File: src/rtl/decode_if.sv
// decode_if
//   Bundles every signal that crosses the decode stage boundary:
//   - fetch side:     if_id__pc, if_id__ins, pipe_flush, data_hazard (stall back)
//   - branch stage:   mb_id__flush
//   - writeback side: wb_id__rd_we, wb_id__rd_addr, wb_id__rd_data
//   - execute side:   the id_ex__* pipeline register outputs
//   The master modport is the surrounding pipeline (or a testbench) that drives
//   the inputs; the slave modport is the decode stage itself.
interface decode_if;
    logic [31:0] if_id__pc;
    logic [31:0] if_id__ins;
    logic        pipe_flush;
    logic        mb_id__flush;
    logic        wb_id__rd_we;
    logic [4:0]  wb_id__rd_addr;
    logic [31:0] wb_id__rd_data;
    logic        data_hazard;
    logic        id_ex__valid;
    logic [31:0] id_ex__pc;
    logic [31:0] id_ex__rs1_data;
    logic [31:0] id_ex__rs2_data;
    logic [31:0] id_ex__imm;
    logic [4:0]  id_ex__rs1_addr;
    logic [4:0]  id_ex__rs2_addr;
    logic [4:0]  id_ex__rd_addr;
    logic [2:0]  id_ex__funct3;
    logic        id_ex__funct7_5;
    logic        id_ex__reg_we;
    logic        id_ex__mem_read;
    logic        id_ex__mem_write;
    logic        id_ex__branch;
    logic        id_ex__jal;
    logic        id_ex__jalr;
    logic        id_ex__alu_imm;
    logic        id_ex__lui;
    logic        id_ex__auipc;
    logic        id_ex__illegal;

    modport master (
        output if_id__pc, if_id__ins, pipe_flush, mb_id__flush,
               wb_id__rd_we, wb_id__rd_addr, wb_id__rd_data,
        input  data_hazard, id_ex__valid, id_ex__pc, id_ex__rs1_data,
               id_ex__rs2_data, id_ex__imm, id_ex__rs1_addr, id_ex__rs2_addr,
               id_ex__rd_addr, id_ex__funct3, id_ex__funct7_5, id_ex__reg_we,
               id_ex__mem_read, id_ex__mem_write, id_ex__branch, id_ex__jal,
               id_ex__jalr, id_ex__alu_imm, id_ex__lui, id_ex__auipc,
               id_ex__illegal
    );

    modport slave (
        input  if_id__pc, if_id__ins, pipe_flush, mb_id__flush,
               wb_id__rd_we, wb_id__rd_addr, wb_id__rd_data,
        output data_hazard, id_ex__valid, id_ex__pc, id_ex__rs1_data,
               id_ex__rs2_data, id_ex__imm, id_ex__rs1_addr, id_ex__rs2_addr,
               id_ex__rd_addr, id_ex__funct3, id_ex__funct7_5, id_ex__reg_we,
               id_ex__mem_read, id_ex__mem_write, id_ex__branch, id_ex__jal,
               id_ex__jalr, id_ex__alu_imm, id_ex__lui, id_ex__auipc,
               id_ex__illegal
    );
endinterface

File: src/rtl/decode.sv
// decode
//   RV32I instruction decode stage. Reads operands from the internal 32x32
//   register file (with write-through bypass from writeback), builds the
//   immediate and control word, and registers the result into id_ex__*.
//   Raises data_hazard for a load-use dependency and inserts bubbles on
//   pipe_flush / mb_id__flush / data_hazard.
// Ports:
//   clk  - pipeline clock, rising edge
//   rst  - synchronous active-high reset (clears id_ex and the register file)
//   bus  - decode_if.slave: if_id__*, flushes, wb_id__* write port, id_ex__*
module decode (
    input logic      clk,
    input logic      rst,
    decode_if.slave  bus
);
    localparam logic [6:0] OPC_LUI    = 7'b0110111;
    localparam logic [6:0] OPC_AUIPC  = 7'b0010111;
    localparam logic [6:0] OPC_JAL    = 7'b1101111;
    localparam logic [6:0] OPC_JALR   = 7'b1100111;
    localparam logic [6:0] OPC_BRANCH = 7'b1100011;
    localparam logic [6:0] OPC_LOAD   = 7'b0000011;
    localparam logic [6:0] OPC_STORE  = 7'b0100011;
    localparam logic [6:0] OPC_OPIMM  = 7'b0010011;
    localparam logic [6:0] OPC_OP     = 7'b0110011;

    typedef struct packed {
        logic        valid;
        logic [31:0] pc;
        logic [31:0] rs1_data;
        logic [31:0] rs2_data;
        logic [31:0] imm;
        logic [4:0]  rs1_addr;
        logic [4:0]  rs2_addr;
        logic [4:0]  rd_addr;
        logic [2:0]  funct3;
        logic        funct7_5;
        logic        reg_we;
        logic        mem_read;
        logic        mem_write;
        logic        branch;
        logic        jal;
        logic        jalr;
        logic        alu_imm;
        logic        lui;
        logic        auipc;
        logic        illegal;
    } id_ex_t;

    logic [31:0] ins;
    logic [6:0]  opcode;
    logic [4:0]  rs1, rs2, rd;
    logic [31:0] imm_i, imm_s, imm_b, imm_u, imm_j;
    logic [31:0] rs1_val, rs2_val;
    logic        rs1_used, rs2_used, reg_we_cls, bubble;
    logic [31:0] regs [32];
    id_ex_t      dec, id_ex_q;

    assign ins    = bus.if_id__ins;
    assign opcode = ins[6:0];
    assign rd     = ins[11:7];
    assign rs1    = ins[19:15];
    assign rs2    = ins[24:20];

    assign imm_i = {{20{ins[31]}}, ins[31:20]};
    assign imm_s = {{20{ins[31]}}, ins[31:25], ins[11:7]};
    assign imm_b = {{19{ins[31]}}, ins[31], ins[7], ins[30:25], ins[11:8], 1'b0};
    assign imm_u = {ins[31:12], 12'b0};
    assign imm_j = {{11{ins[31]}}, ins[31], ins[19:12], ins[20], ins[30:21], 1'b0};

    // Register file; x0 is never written and always reads as zero.
    always_ff @(posedge clk) begin
        if (rst) begin
            for (int i = 0; i < 32; i++) regs[i] <= '0;
        end else if (bus.wb_id__rd_we && bus.wb_id__rd_addr != 5'd0) begin
            regs[bus.wb_id__rd_addr] <= bus.wb_id__rd_data;
        end
    end

    // Write-through bypass so a value being written back this cycle is seen
    // by the instruction decoded in the same cycle.
    always_comb begin
        rs1_val = '0;
        rs2_val = '0;
        if (rs1 != 5'd0)
            rs1_val = (bus.wb_id__rd_we && bus.wb_id__rd_addr == rs1) ? bus.wb_id__rd_data : regs[rs1];
        if (rs2 != 5'd0)
            rs2_val = (bus.wb_id__rd_we && bus.wb_id__rd_addr == rs2) ? bus.wb_id__rd_data : regs[rs2];
    end

    always_comb begin
        dec          = '0;
        dec.valid    = 1'b1;
        dec.pc       = bus.if_id__pc;
        dec.rs1_data = rs1_val;
        dec.rs2_data = rs2_val;
        dec.rs1_addr = rs1;
        dec.rs2_addr = rs2;
        dec.rd_addr  = rd;
        dec.funct3   = ins[14:12];
        dec.funct7_5 = ins[30];
        rs1_used     = 1'b1;
        rs2_used     = 1'b0;
        reg_we_cls   = 1'b0;
        case (opcode)
            OPC_LUI:    begin dec.lui = 1'b1;   dec.imm = imm_u; reg_we_cls = 1'b1; rs1_used = 1'b0; end
            OPC_AUIPC:  begin dec.auipc = 1'b1; dec.imm = imm_u; reg_we_cls = 1'b1; rs1_used = 1'b0; end
            OPC_JAL:    begin dec.jal = 1'b1;   dec.imm = imm_j; reg_we_cls = 1'b1; rs1_used = 1'b0; end
            OPC_JALR:   begin dec.jalr = 1'b1;  dec.imm = imm_i; reg_we_cls = 1'b1; dec.alu_imm = 1'b1; end
            OPC_BRANCH: begin dec.branch = 1'b1; dec.imm = imm_b; rs2_used = 1'b1; end
            OPC_LOAD:   begin dec.mem_read = 1'b1; dec.imm = imm_i; reg_we_cls = 1'b1; dec.alu_imm = 1'b1; end
            OPC_STORE:  begin dec.mem_write = 1'b1; dec.imm = imm_s; dec.alu_imm = 1'b1; rs2_used = 1'b1; end
            OPC_OPIMM:  begin dec.imm = imm_i; reg_we_cls = 1'b1; dec.alu_imm = 1'b1; end
            OPC_OP:     begin reg_we_cls = 1'b1; rs2_used = 1'b1; end
            default:    dec.illegal = 1'b1;
        endcase
        dec.reg_we = reg_we_cls && (rd != 5'd0);
    end

    // Load-use stall; suppressed on either flush so fetch can take the redirect.
    assign bus.data_hazard = id_ex_q.valid && id_ex_q.mem_read && (id_ex_q.rd_addr != 5'd0)
                           && ((rs1_used && id_ex_q.rd_addr == rs1) || (rs2_used && id_ex_q.rd_addr == rs2))
                           && !bus.pipe_flush && !bus.mb_id__flush;

    assign bubble = bus.mb_id__flush || bus.pipe_flush || bus.data_hazard;

    always_ff @(posedge clk) begin
        if (rst || bubble) id_ex_q <= '0;
        else               id_ex_q <= dec;
    end

    assign bus.id_ex__valid     = id_ex_q.valid;
    assign bus.id_ex__pc        = id_ex_q.pc;
    assign bus.id_ex__rs1_data  = id_ex_q.rs1_data;
    assign bus.id_ex__rs2_data  = id_ex_q.rs2_data;
    assign bus.id_ex__imm       = id_ex_q.imm;
    assign bus.id_ex__rs1_addr  = id_ex_q.rs1_addr;
    assign bus.id_ex__rs2_addr  = id_ex_q.rs2_addr;
    assign bus.id_ex__rd_addr   = id_ex_q.rd_addr;
    assign bus.id_ex__funct3    = id_ex_q.funct3;
    assign bus.id_ex__funct7_5  = id_ex_q.funct7_5;
    assign bus.id_ex__reg_we    = id_ex_q.reg_we;
    assign bus.id_ex__mem_read  = id_ex_q.mem_read;
    assign bus.id_ex__mem_write = id_ex_q.mem_write;
    assign bus.id_ex__branch    = id_ex_q.branch;
    assign bus.id_ex__jal       = id_ex_q.jal;
    assign bus.id_ex__jalr      = id_ex_q.jalr;
    assign bus.id_ex__alu_imm   = id_ex_q.alu_imm;
    assign bus.id_ex__lui       = id_ex_q.lui;
    assign bus.id_ex__auipc     = id_ex_q.auipc;
    assign bus.id_ex__illegal   = id_ex_q.illegal;
endmodule

File: src/flat_wrapper.sv
// flat-port wrapper written by rule: the top's interface ports become plain ports
module decode_flat 
  (clk, rst, bus_if_id__pc, bus_if_id__ins, bus_pipe_flush, bus_mb_id__flush, bus_wb_id__rd_we, bus_wb_id__rd_addr, bus_wb_id__rd_data, bus_data_hazard, bus_id_ex__valid, bus_id_ex__pc, bus_id_ex__rs1_data, bus_id_ex__rs2_data, bus_id_ex__imm, bus_id_ex__rs1_addr, bus_id_ex__rs2_addr, bus_id_ex__rd_addr, bus_id_ex__funct3, bus_id_ex__funct7_5, bus_id_ex__reg_we, bus_id_ex__mem_read, bus_id_ex__mem_write, bus_id_ex__branch, bus_id_ex__jal, bus_id_ex__jalr, bus_id_ex__alu_imm, bus_id_ex__lui, bus_id_ex__auipc, bus_id_ex__illegal);
  decode_if bus_i ();
  input logic clk;
  input logic rst;
  input wire logic [$bits(bus_i.if_id__pc)-1:0] bus_if_id__pc;
  input wire logic [$bits(bus_i.if_id__ins)-1:0] bus_if_id__ins;
  input wire logic [$bits(bus_i.pipe_flush)-1:0] bus_pipe_flush;
  input wire logic [$bits(bus_i.mb_id__flush)-1:0] bus_mb_id__flush;
  input wire logic [$bits(bus_i.wb_id__rd_we)-1:0] bus_wb_id__rd_we;
  input wire logic [$bits(bus_i.wb_id__rd_addr)-1:0] bus_wb_id__rd_addr;
  input wire logic [$bits(bus_i.wb_id__rd_data)-1:0] bus_wb_id__rd_data;
  output wire logic [$bits(bus_i.data_hazard)-1:0] bus_data_hazard;
  output wire logic [$bits(bus_i.id_ex__valid)-1:0] bus_id_ex__valid;
  output wire logic [$bits(bus_i.id_ex__pc)-1:0] bus_id_ex__pc;
  output wire logic [$bits(bus_i.id_ex__rs1_data)-1:0] bus_id_ex__rs1_data;
  output wire logic [$bits(bus_i.id_ex__rs2_data)-1:0] bus_id_ex__rs2_data;
  output wire logic [$bits(bus_i.id_ex__imm)-1:0] bus_id_ex__imm;
  output wire logic [$bits(bus_i.id_ex__rs1_addr)-1:0] bus_id_ex__rs1_addr;
  output wire logic [$bits(bus_i.id_ex__rs2_addr)-1:0] bus_id_ex__rs2_addr;
  output wire logic [$bits(bus_i.id_ex__rd_addr)-1:0] bus_id_ex__rd_addr;
  output wire logic [$bits(bus_i.id_ex__funct3)-1:0] bus_id_ex__funct3;
  output wire logic [$bits(bus_i.id_ex__funct7_5)-1:0] bus_id_ex__funct7_5;
  output wire logic [$bits(bus_i.id_ex__reg_we)-1:0] bus_id_ex__reg_we;
  output wire logic [$bits(bus_i.id_ex__mem_read)-1:0] bus_id_ex__mem_read;
  output wire logic [$bits(bus_i.id_ex__mem_write)-1:0] bus_id_ex__mem_write;
  output wire logic [$bits(bus_i.id_ex__branch)-1:0] bus_id_ex__branch;
  output wire logic [$bits(bus_i.id_ex__jal)-1:0] bus_id_ex__jal;
  output wire logic [$bits(bus_i.id_ex__jalr)-1:0] bus_id_ex__jalr;
  output wire logic [$bits(bus_i.id_ex__alu_imm)-1:0] bus_id_ex__alu_imm;
  output wire logic [$bits(bus_i.id_ex__lui)-1:0] bus_id_ex__lui;
  output wire logic [$bits(bus_i.id_ex__auipc)-1:0] bus_id_ex__auipc;
  output wire logic [$bits(bus_i.id_ex__illegal)-1:0] bus_id_ex__illegal;
  assign bus_i.if_id__pc = bus_if_id__pc;
  assign bus_i.if_id__ins = bus_if_id__ins;
  assign bus_i.pipe_flush = bus_pipe_flush;
  assign bus_i.mb_id__flush = bus_mb_id__flush;
  assign bus_i.wb_id__rd_we = bus_wb_id__rd_we;
  assign bus_i.wb_id__rd_addr = bus_wb_id__rd_addr;
  assign bus_i.wb_id__rd_data = bus_wb_id__rd_data;
  assign bus_data_hazard = bus_i.data_hazard;
  assign bus_id_ex__valid = bus_i.id_ex__valid;
  assign bus_id_ex__pc = bus_i.id_ex__pc;
  assign bus_id_ex__rs1_data = bus_i.id_ex__rs1_data;
  assign bus_id_ex__rs2_data = bus_i.id_ex__rs2_data;
  assign bus_id_ex__imm = bus_i.id_ex__imm;
  assign bus_id_ex__rs1_addr = bus_i.id_ex__rs1_addr;
  assign bus_id_ex__rs2_addr = bus_i.id_ex__rs2_addr;
  assign bus_id_ex__rd_addr = bus_i.id_ex__rd_addr;
  assign bus_id_ex__funct3 = bus_i.id_ex__funct3;
  assign bus_id_ex__funct7_5 = bus_i.id_ex__funct7_5;
  assign bus_id_ex__reg_we = bus_i.id_ex__reg_we;
  assign bus_id_ex__mem_read = bus_i.id_ex__mem_read;
  assign bus_id_ex__mem_write = bus_i.id_ex__mem_write;
  assign bus_id_ex__branch = bus_i.id_ex__branch;
  assign bus_id_ex__jal = bus_i.id_ex__jal;
  assign bus_id_ex__jalr = bus_i.id_ex__jalr;
  assign bus_id_ex__alu_imm = bus_i.id_ex__alu_imm;
  assign bus_id_ex__lui = bus_i.id_ex__lui;
  assign bus_id_ex__auipc = bus_i.id_ex__auipc;
  assign bus_id_ex__illegal = bus_i.id_ex__illegal;
  decode u_core (.clk(clk), .rst(rst), .bus(bus_i));
endmodule
File: config.mk
export PLATFORM = sky130hd
export DESIGN_NAME = decode_flat
export DESIGN_NICKNAME = d
export VERILOG_FILES = /design/src/rtl/decode_if.sv /design/src/rtl/decode.sv /design/src/flat_wrapper.sv
export SDC_FILE = /design/constraint.sdc
export NUM_CORES = 2
export LEC_CHECK = 0
export BUFFER_PORTS_ARGS = -buffer_cell sky130_fd_sc_hd__buf_2
export CAP_MARGIN = 20
export CORE_UTILIZATION = 45
export DETAILED_ROUTE_END_ITERATION = 10
export PLACE_DENSITY = 0.59
export SYNTH_ARGS = -nofsm -noshare
export SYNTH_HDL_FRONTEND = slang
export SYNTH_SLANG_ARGS = --single-unit
File: constraint.sdc
create_clock -name clk -period 4.91 [get_ports clk]
set_input_delay 0.491 -clock clk [delete_from_list [all_inputs] [get_ports clk]]
set_output_delay 0.491 -clock clk [all_outputs]
set_load 0.05 [all_outputs]
==> impl_metrics.yaml <==
routing:
  routed_wl_microns: 217000
  detail_route.wl_per_cell_microns: 35.8
  drc: 0
  vias: 39042
  antenna_left: 0
  firstDrtPassIters: 6
  drt_iter0_markers: 5742
  viasPerCell: 6.42
pwr:
  peakVddDrop_mv: 0.371
  seq_power_share_pct: 47.8
  pwr-share-clk_pct: 40.8
  leakagePower_nw: 24.0
  cell_internal_pwr_mw: 18.4
  power_frac_comb_pct: 11.4
  switching_share_pct: 24.9
  power.switching_mw: 6.09
  power_density_nw_per_um2: 362
worst_hold_path:
  holdPathStages: 2
  hp-class: "input pin to flop"
yosys:
  avgSynthCellArea_sq_um: 14.7
  yosysMostFrequentCell: "and2_1"
  postSynth.asyncResetShare_pct: 0
  ys_types: 59
  yosysSeqAreaShare_pct: 57.2
  yosys_warnings: 0
  yosysTopAreaCell: "edfxtp_1"
  syn_inst: 4038
  synth_edf_count: 1024
  synth_area_sq_um: 59300
  netlist_top_cells_area: "edfxtp_1 52%, mux4_2 19%, and2_1 11%"
  synth_commonest_cells: "1044 x and2_1, 1024 x edfxtp_1, 497 x mux4_2"
  synth-seq-cells: 1182
  yosysTopAreaCellShare_pct: 51.9
  synth_flop_cell: "edfxtp_1"
floorplanning:
  ios: 265
  initial_core_util_pct: 45.5
  rows: 132
  core_sq_um: 130000
  die_w_microns: 365
  die_h_microns: 365
  fp.dieArea_sq_um: 133000
clocking:
  clockBufferDepth: 3
  cts_buffers: 133
  post_cts_resized: 0
  cts.sinks: 1182
  cts_root_buf: "clkbuf_16"
  tritoncts: "built"
  cts_setup_buffers: 0
  clk_latency_ns: 0.78
  clkSlewWorstSetupHoldPaths_ns: 0.06
  htreeDepth: 4
worst_setup_path:
  required_ns: 5.59
  cp_slowest_cell: "or4_1"
  crit_path_end_kind: "flop"
  crit_fanout: 43
  worstRegToRegCells: 11
  crit_top_cell: "buf_4"
  critPathKind: "flop to flop"
  max_stage_delay_ns: 0.57
  worstPathCellList: "or4_1, o2111ai_2, nor4_1, a21o_1, or2_1, buf_4, clkinv_2, buf_4, o41ai_4, buf_4, nor3_1"
  arrival_ns: 4.20
  crit_path_start_kind: "flop"
sta:
  final_hold_viol_count: 0
  clock_skew_ns: 0.0211
  fin_tns_setup_ns: 0
  rsz0062_at_grt: "false"
  fmax_mhz: 284
  layout_min_cycle_time_ns: 3.53
  finalSetupViolations: 0
  slew_viol_final: 0
  worst_slack_ns: 1.38
  relSlewSlack_pct: 24.9
  worst_pin_slew_ns: 1.13
  fin_crit_sh_pct: 71.8
place:
  portBuffers: 264
  placed_area_sq_um: 62800
  routabilityCongestion: 0.865
  dpl_worst_slack_ns: 1.15
  dp_hpwl_microns: 127000
layout:
  layout.nets: 4339
  final_layout_size_suffix_gt1_share_pct: 27.9
  register_area_sq_um: 33900
  multiInputGateArea_sq_um: 24000
  area_growth_pct: 14.0
  final_area_sq_um: 67600
  num-fill-cells: 10766
grt:
  grt_max_degree: 82
  grt_pass1_vias: 38249
  grt_usage_pct: 32.7
  grt_pass1_wl_microns: 300000
  antenna_found_initial: 36
  overflow: 0
run:
  drv_cap: 0
run_status:
  status: "completed"
path summary, 6_finish.rpt:
path	start	endpoint	slack, ns
setup / recovery	u_core.bus.id_ex__rd_addr[0]	u_core.bus.id_ex__rs2_data[29]	1.38
hold / removal	bus_if_id__ins[7]	u_core.bus.id_ex__rd_addr[0]	0.06
setup reg to reg	u_core.bus.id_ex__rd_addr[0]	u_core.bus.id_ex__rs2_data[29]	1.38
hold reg to reg	u_core.regs[3][3]	u_core.bus.id_ex__rs1_data[3]	0.94
through the flow:
step / power, mW / util, % / hold WS (ns) / cells
6_report: 24.5 / 51.9 / 0.0562 / 6079
5_1_grt: 25.0 / 51.9 / 0.0507 / 6072
4_1_cts: 24.5 / 51.9 / 0.0147 / 6072
3_5_place_dp: 14.6 / 48.3 / 0.695 / 5793
3_3_place_gp: 14.6 / 48.2 / 0.695 / 5792
2_1_floorplan: 13.5 / - / 0.569 / 4069
cell usage in the layout (no fill, tap or decap), drive strengths merged, types with 5 or more instances in the layout:
cell / Yosys / layout
o21ai: 37 / 37
clkbuf: 315 / 188
nand2: 87 / 87
a221oi: 11 / 11
mux4: 497 / 497
edfxtp: 1024 / 1024
nand3b: 6 / 6
nor3: 30 / 30
a211oi: 58 / 58
nor4: 18 / 18
nand3: 13 / 13
xnor2: 10 / 10
nor2b: 30 / 30
diode: 0 / 7
and2: 1046 / 1046
conb: 1 / 32
mux2: 23 / 23
dlygate4sd3: 0 / 47
buf: 110 / 407
bufinv: 0 / 7
and3: 10 / 10
nand2b: 5 / 5
or2: 33 / 33
xor2: 10 / 10
o22ai: 32 / 32
clkinv: 1 / 36
dfxtp: 158 / 158
a21oi: 92 / 92
a22oi: 90 / 90
nor2: 114 / 114
o221ai: 32 / 32
mux2i: 116 / 116
logic make-up (layout without fill, tap and decap cells):
| group | Yosys count | after routing | share of synthesized area, % |
|---|---|---|---|
| multiplexers | 636 | 636 | 21.3 |
| buffers and inverters | 428 | 689 | 2.97 |
| AND/OR/NAND/NOR | 1403 | 1403 | 13.9 |
| other | 1 | 39 | 0.00633 |
| XOR/XNOR | 20 | 20 | 0.296 |
| AO/OA/AOI/OAI | 368 | 368 | 4.30 |
| flip-flops | 1182 | 1182 | 57.2 |
flip-flops by register name (all words and copies together) (netlist names):
register,flops
u_core.regs,1024
u_core.bus.id_ex__imm,32
u_core.bus.id_ex__pc,32
u_core.bus.id_ex__rs1_data,32
u_core.bus.id_ex__rs2_data,32
u_core.bus.id_ex__rd_addr,5
u_core.bus.id_ex__rs1_addr,5
u_core.bus.id_ex__rs2_addr,5
u_core.bus.id_ex__funct3,3
u_core.bus.id_ex__alu_imm,1
u_core.bus.id_ex__auipc,1
u_core.bus.id_ex__branch,1
u_core.bus.id_ex__funct7_5,1
u_core.bus.id_ex__illegal,1
u_core.bus.id_ex__jal,1
u_core.bus.id_ex__jalr,1
u_core.bus.id_ex__lui,1
u_core.bus.id_ex__mem_read,1
u_core.bus.id_ex__mem_write,1
u_core.bus.id_ex__reg_we,1
u_core.bus.id_ex__valid,1
routing by layer:
metal	wire [microns]	vias to the layer above	global-route usage, %
met2	97700	2791	49.9
met4	9780	20	13.6
met3	27000	489	9.12
li1	-	15686	-
met1	82800	20056	44.1
met5	122	-	0.109
power groups by stage:
stage          logic (mW)  registers (mW)  clock network, mW
2_1_floorplan        1.60            11.9                  0
3_3_place_gp         2.71            11.9                  0
3_5_place_dp         2.71            11.9                  0
4_1_cts              2.75            11.7               10.0
5_1_grt              2.87            11.7               10.4
6_report             2.78            11.7               9.98
timing repair:
action,4_1_cts,5_1_grt
hold endpoints to repair,57,0
setup endpoints to repair,0,0
hold buffers,47,0
area by class of cell:
type / instances / area share (%)
multi-input combinational: 2459 / 35.5
antenna: 7 / 0.0259
clock buffer: 188 / 5.75
clock inverter: 44 / 0.567
tap: 1742 / 3.23
timing repair buffer: 454 / 4.71
inverter: 3 / 0.0185
sequential: 1182 / 50.2
critical path, delay by kind of cell, from the launching register on:
family | cells | cell delay [ns]
AND/OR/NAND/NOR | 4 | 1.19
buffers and inverters | 4 | 1.23
flip-flops | 1 | 0.39
AO/OA/AOI/OAI | 3 | 0.52
Power figures use the tool's default switching activity.
